File: src/rtl/vpu_op_timer.sv
// Bank of independent delay timers. Each channel counts a latched delay and
// pulses done_o on expiry, once (one-shot) or repeatedly (periodic).
module vpu_op_timer #(
    parameter int NUM_CH = 4,
    parameter int CNT_W  = 4
) (
    input  logic                    clk,
    input  logic                    rst_n,
    input  logic [NUM_CH-1:0]       start_i,
    input  logic [NUM_CH*CNT_W-1:0] count_i,
    input  logic [NUM_CH-1:0]       mode_i,
    input  logic [NUM_CH-1:0]       abort_i,
    output logic [NUM_CH-1:0]       busy_o,
    output logic [NUM_CH-1:0]       done_o,
    output logic [NUM_CH-1:0]       err_o,
    output logic                    any_done_o
);

    typedef enum logic {
        ST_IDLE = 1'b0,
        ST_RUN  = 1'b1
    } state_t;

    genvar gi;
    generate
        for (gi = 0; gi < NUM_CH; gi++) begin : g_ch
            state_t           state_q, state_d;
            logic [CNT_W-1:0] cnt_q, cnt_d;
            logic [CNT_W-1:0] dly_q, dly_d;
            logic             mode_q, mode_d;
            logic             done_q, done_d;
            logic             err_q, err_d;
            logic [CNT_W-1:0] cnt_in;
            logic             req;

            // cnt_q holds the cycles left until the next done pulse; a stored
            // zero stands for 2^CNT_W and wraps naturally on decrement.
            always_comb begin
                state_d = state_q;
                cnt_d   = cnt_q;
                dly_d   = dly_q;
                mode_d  = mode_q;
                done_d  = 1'b0;
                err_d   = 1'b0;
                cnt_in  = count_i[gi*CNT_W +: CNT_W];
                req     = start_i[gi] && !abort_i[gi];

                if (req && state_q == ST_IDLE) begin
                    dly_d  = cnt_in;
                    mode_d = mode_i[gi];
                    if (cnt_in == CNT_W'(1)) begin
                        done_d  = 1'b1;
                        cnt_d   = cnt_in;
                        state_d = mode_i[gi] ? ST_RUN : ST_IDLE;
                    end else begin
                        cnt_d   = cnt_in - CNT_W'(1);
                        state_d = ST_RUN;
                    end
                end else if (state_q == ST_RUN) begin
                    err_d = req;
                    if (abort_i[gi]) begin
                        state_d = ST_IDLE;
                    end else if (cnt_q == CNT_W'(1)) begin
                        done_d = 1'b1;
                        if (mode_q) begin
                            cnt_d = dly_q;
                        end else begin
                            state_d = ST_IDLE;
                        end
                    end else begin
                        cnt_d = cnt_q - CNT_W'(1);
                    end
                end
            end

            always_ff @(posedge clk) begin
                if (!rst_n) begin
                    state_q <= ST_IDLE;
                    cnt_q   <= '0;
                    dly_q   <= '0;
                    mode_q  <= 1'b0;
                    done_q  <= 1'b0;
                    err_q   <= 1'b0;
                end else begin
                    state_q <= state_d;
                    cnt_q   <= cnt_d;
                    dly_q   <= dly_d;
                    mode_q  <= mode_d;
                    done_q  <= done_d;
                    err_q   <= err_d;
                end
            end

            assign busy_o[gi] = (state_q == ST_RUN);
            assign done_o[gi] = done_q;
            assign err_o[gi]  = err_q;
        end
    endgenerate

    assign any_done_o = |done_o;

endmodule

File: config.mk
export PLATFORM = sky130hd
export DESIGN_NAME = vpu_op_timer
export DESIGN_NICKNAME = d
export VERILOG_FILES = /design/src/rtl/vpu_op_timer.sv
export SDC_FILE = /design/constraint.sdc
export NUM_CORES = 1
export LEC_CHECK = 0
export ABC_AREA = 0
export CORE_MARGIN = 2
export CORE_UTILIZATION = 47
export DETAILED_ROUTE_END_ITERATION = 10
export PLACE_DENSITY_LB_ADDON = 0.15
export SLEW_MARGIN = 20
export SYNTH_ARGS = -nofsm -noshare
export SYNTH_HDL_FRONTEND = slang
export SYNTH_SLANG_ARGS = --single-unit
export TNS_END_PERCENT = 1
File: constraint.sdc
create_clock -name clk -period 2.63 [get_ports clk]
set_input_delay 0.526 -clock clk [delete_from_list [all_inputs] [get_ports clk]]
set_output_delay 0.526 -clock clk [all_outputs]
set_load 0.01 [all_outputs]
# After elaboration in Yosys (flattened, before gate mapping)

Index checks and enable logic that the tools add are counted.

Divide/modulo/power cells: 0
Muxes and demuxes: 72
Bitwise operators: 5
$add $sub $neg: 8
Shift operators: 0
Magnitude comparators: 0
Equality and inequality tests: 16
Reduce and logical (&&, ||, !) cells: 25
Multipliers: 0

Operators with widths:

| kind                                                                  | count |
|---|---|
| 4-bit 2-to-1 mux                                                      | 24 |
| 1-bit 2-to-1 mux                                                      | 48 |
| 4-bit by 1-bit equality test with 1-bit output, second input constant | 8 |
| 4-bit by 1-bit subtractor with 4-bit output, second input constant    | 8 |
| 3-bit != test, second input constant                                  | 4 |
| 3-bit AND reduction                                                   | 4 |
| 3-bit OR reduction                                                    | 4 |
| 1-bit logical AND                                                     | 8 |
| 2-bit by 1-bit != test with 1-bit output, second input constant       | 4 |
| 2-bit nonzero test                                                    | 4 |
| 1-bit inverter                                                        | 5 |
| 1-bit zero test                                                       | 4 |
| 4-bit OR reduction                                                    | 1 |

Memories: 0
Logic and storage cells: 150
Register bits after elaboration: 48
Bits of input ports: 30
Memory bits (writable): 0
Output and inout bits: 13
Memory bits (read-only): 0
Bits in latches: 0

# Depth between registers and ports, before layout

Word-level depth: 5
Depth in mapped cells: 7

# Worst setup path after synthesis

No wires, ideal clock.

Path type: input to register
From: input port count_i[9]
To: register g_ch[2].cnt_q[2]
Setup time: 116 ps
Slack: 822 ps
Arrival time: 1,692 ps
Cell stages on the path: 6
Data required time: 2,514 ps
Cell sequence: inv_1 ha_1 or3b_1 clkbuf_1 a311o_1 and3_1

Word-level cells in the longest chain between the ends: 3

RTL lines:

| what                                                                                                                 | RTL line | RTL |
|---|---|---|
| from (decl)                                                                                                          | 10       | `input logic [NUM_CH*CNT_W-1:0] count_i,` |
| 4-bit by 1-bit subtractor with 4-bit output / 4-bit by 1-bit equality test with 1-bit output (equally long branches) | 56, 51   |  |
| 4-bit 2-to-1 mux *                                                                                                   | 51       | `if (cnt_in == CNT_W'(1)) begin` |
| 4-bit 2-to-1 mux *                                                                                                   | 48       | `if (req && state_q == ST_IDLE) begin` |
| to (signal assigned)                                                                                                 | 86       | `cnt_q <= cnt_d;` |
| to (decl)                                                                                                            | 28       | `logic [CNT_W-1:0] cnt_q, cnt_d;` |

Every way passes the cells marked *; elsewhere a longest branch is shown, timed or not.
A chain may end at the register's enable or synchronous reset.

# Worst setup path after layout

From: register g_ch[0].done_q
To: output port any_done_o

Word-level cells in the longest chain between the ends: 1

RTL lines:

| what                   | RTL line | RTL |
|---|---|---|
| from (decl)            | 31       | `logic done_q, done_d;` |
| from (signal assigned) | 89       | `done_q <= done_d;` |
| 4-bit OR reduction     | 100      | `assign any_done_o = \|done_o;` |
| to (decl)              | 16       | `output logic any_done_o` |

No other way between the ends.

==> metrics.txt <==
run status finished, final reports clean; crit path from g_ch[0].done_q; Synth Register Bits 48; GR peak layer met2; CP arrival 1.64 ns; CP peak stage delay 0.51 ns; die area 6695 µm²; crit path to any_done_o; WP data required 2.10 ns; syn nets 393; crit path launch type flop; Pwr Density 466.8 nW/µm²; sequential element share of the synthesized area 33.76%; clk_skew 0.007338 ns; top-count cell post-synth nand2_1; count of cell types in the netlist 53; Pint 1.110 mW; sequential power share 51.8%; post-synth top area cell dfxtp_1; relative slew slack 62.33%; Logic pwr share 20.1%; hold-fix buffer count after cts 0; clock share of power 28.0%; TritonCTS Sinks 48; top post-synthesis cells by area dfxtp_1 34%, nand2_1 7.6%, ha_1 7.0%; Antenna diodes 0; initial antenna violation count 0; Gate Count Post-Synth 347; asr flop ratio synth 0%; H-tree levels 2; clk buf depth 2; Final Hold Viols 0; DPL Wire Length 4.213 mm; Clock Latency Late Sink 0.30 ns; TritonCTS buffer count 5; gr ovfl total 0; setup bufs post-CTS 0; number of I/O port buffers 42; Synth Warn # 0; number of synthesized flops with an enable pin 0; R2R Setup Slk 0.70 ns; Starting Density 48.36%; post-route antenna net violation count 0; Row Count 28; Avg Inst Size Synth 8.203 µm²; Final nets 419; cell area after synthesis 2846 µm²; CP max FO 2; Slew Viols, Final 0; most frequent cells after synthesis 58 x nand2_1, 48 x dfxtp_1, 24 x a21boi_0; Worst R2R Start g_ch[0].cnt_q[0]; final period utilization 82.31%; DRT Pass-1 Iters 4; Crit. End Element output port; first-pass GRT wire length 9.515 mm; Main synth FF type dfxtp_1; layout cells sized above 1 5.882%; num ports 43; Pleak 1.253 nW; fin crit period 2.165 ns; Setup TNS 0 ns; CP Class flop to output port; Die Y 81.82 µm; Max VDD drop 0.0002386 V; Psw 443.2 µW; CTS resizes 0; Final setup viols 0; Yosys top cell area share 33.76%; GPL Wtd Cong 0.8222; Worst Reg-to-Reg Cells 5; total power 1.554 mW; Top delay family on crit path simple AND/OR/NAND/NOR gates; number of global-route vias before repair 2143; Die W 81.82 µm; Critical-path top delay cell or4_1; fill cell count 571; RR Endpoint g_ch[0].cnt_q[1]; vias per cell 5.428; FMAX 0.4619 GHz; DRC errors left 0; M1 GR Usage 24.10%; met3 usage 3.516%; core area 5886 µm²; Levels on crit path 2; Hold WC Path Type flop to flop; RSZ-0062 raised after global routing no; critical path cell sequence or4_1 > clkdlybuf4s50_1; CTS tree yes; largest net degree at the start of global routing 51; Tot GR Track Use 17.85%; max-cap check violation count 0; Worst Path Buf+Inv 1; drt initial violations 101; WL/cell 12.80 µm; drt total wl 5.748 mm; Worst-path clk slew 0.09 ns; Worst Tran Pin Value 0.5639 ns; Area growth, synth to finish 16.92%; clk root buf clkbuf_8; Sw Ratio 28.53%; M2 GR Usage 28.86%; via count 2437
[final cells by class]
type | instances | area, µm² | area share, %
clock inverter | 3 | 18.77 | 0.5639
sequential | 48 | 960.9 | 28.87
timing repair buffer | 44 | 447.9 | 13.46
multi-input combinational | 252 | 1655 | 49.74
clock buffer | 5 | 68.82 | 2.068
tap | 75 | 93.84 | 2.820
inverter | 22 | 82.58 | 2.481
[cells in the final DEF (no fill, tap or decap), types with 5 or more instances in the layout]
master           instances
a21oi_1                 12
nor2b_1                  6
a21boi_0                24
inv_1                   22
nand2b_1                 8
nand3_1                  5
dfxtp_1                 48
ha_1                    16
clkdlybuf4s50_1         42
o31ai_1                  6
nor3_1                  11
o21ai_0                 12
nor2_1                  13
nand2_1                 58
a31oi_1                  8
nor3b_1                  6
clkbuf_8                 5
[metal layers]
| metal | part of all wire, % | wire, µm |
|---|---|---|
| met3 | 4.0 | 229 |
| met2 | 45 | 2573 |
| met4 | 0.75 | 43 |
| met5 | 0 | 0 |
| met1 | 50 | 2901 |
[worst min path at each step]
stage | endpoint | start | depth (start not counted) | slack [ns]
global placement | g_ch[3].dly_q[0] | g_ch[3].dly_q[0] | 2 | 0.46
CTS | g_ch[0].dly_q[2] | g_ch[0].dly_q[2] | 2 | 0.47
finish | g_ch[3].dly_q[1] | g_ch[3].dly_q[1] | 2 | 0.47
global route | g_ch[0].dly_q[2] | g_ch[0].dly_q[2] | 2 | 0.49
detailed placement | g_ch[0].dly_q[2] | g_ch[0].dly_q[2] | 2 | 0.46
floorplan | g_ch[2].dly_q[0] | g_ch[2].dly_q[0] | 2 | 0.44
[power by group through the flow]
stage          Sequential (mW)  Combinational [mW]  Clock, mW
6_report                 0.805               0.313      0.435
5_1_grt                  0.812               0.353      0.477
4_1_cts                  0.805               0.313      0.455
3_5_place_dp             0.822               0.312          0
3_3_place_gp             0.821               0.307          0
2_1_floorplan            0.812               0.211          0
[worst min-delay path: stages, from the launching register on]
cell and delay [ns]:
dfxtp_1 0.32, nand2_1 0.05, a21boi_0 0.06
[stage by stage]
step           hold WS [ns]  util (%)  instances  worst slack (ns)  cell area, µm²
4_1_cts              0.4717     56.55        449            0.4441            3328
3_5_place_dp         0.4584     55.06        441            0.3147            3241
5_1_grt              0.4915     56.55        449            0.4179            3328
6_report             0.4675     56.55        449            0.4652            3328
3_3_place_gp         0.4551     55.06        441            0.3425            3241
2_1_floorplan        0.4410         -        347            0.8220            2846
[cells by family after synthesis]
group           share of synthesized area, %
buf+inv                                8.088
xor+xnor                               1.846
simple gates                           24.40
mux                                    2.989
flops                                  33.76
compound gates                         21.89
fa+ha+maj                              7.033
[registers in the layout, indices dropped and copies added, names as in the netlist]
register and cells:
g_ch.state_q 4, g_ch.dly_q 16, g_ch.cnt_q 16, g_ch.done_q 4
g_ch.err_q 4, g_ch.mode_q 4
Note: power is estimated with default switching activity, not from simulation.
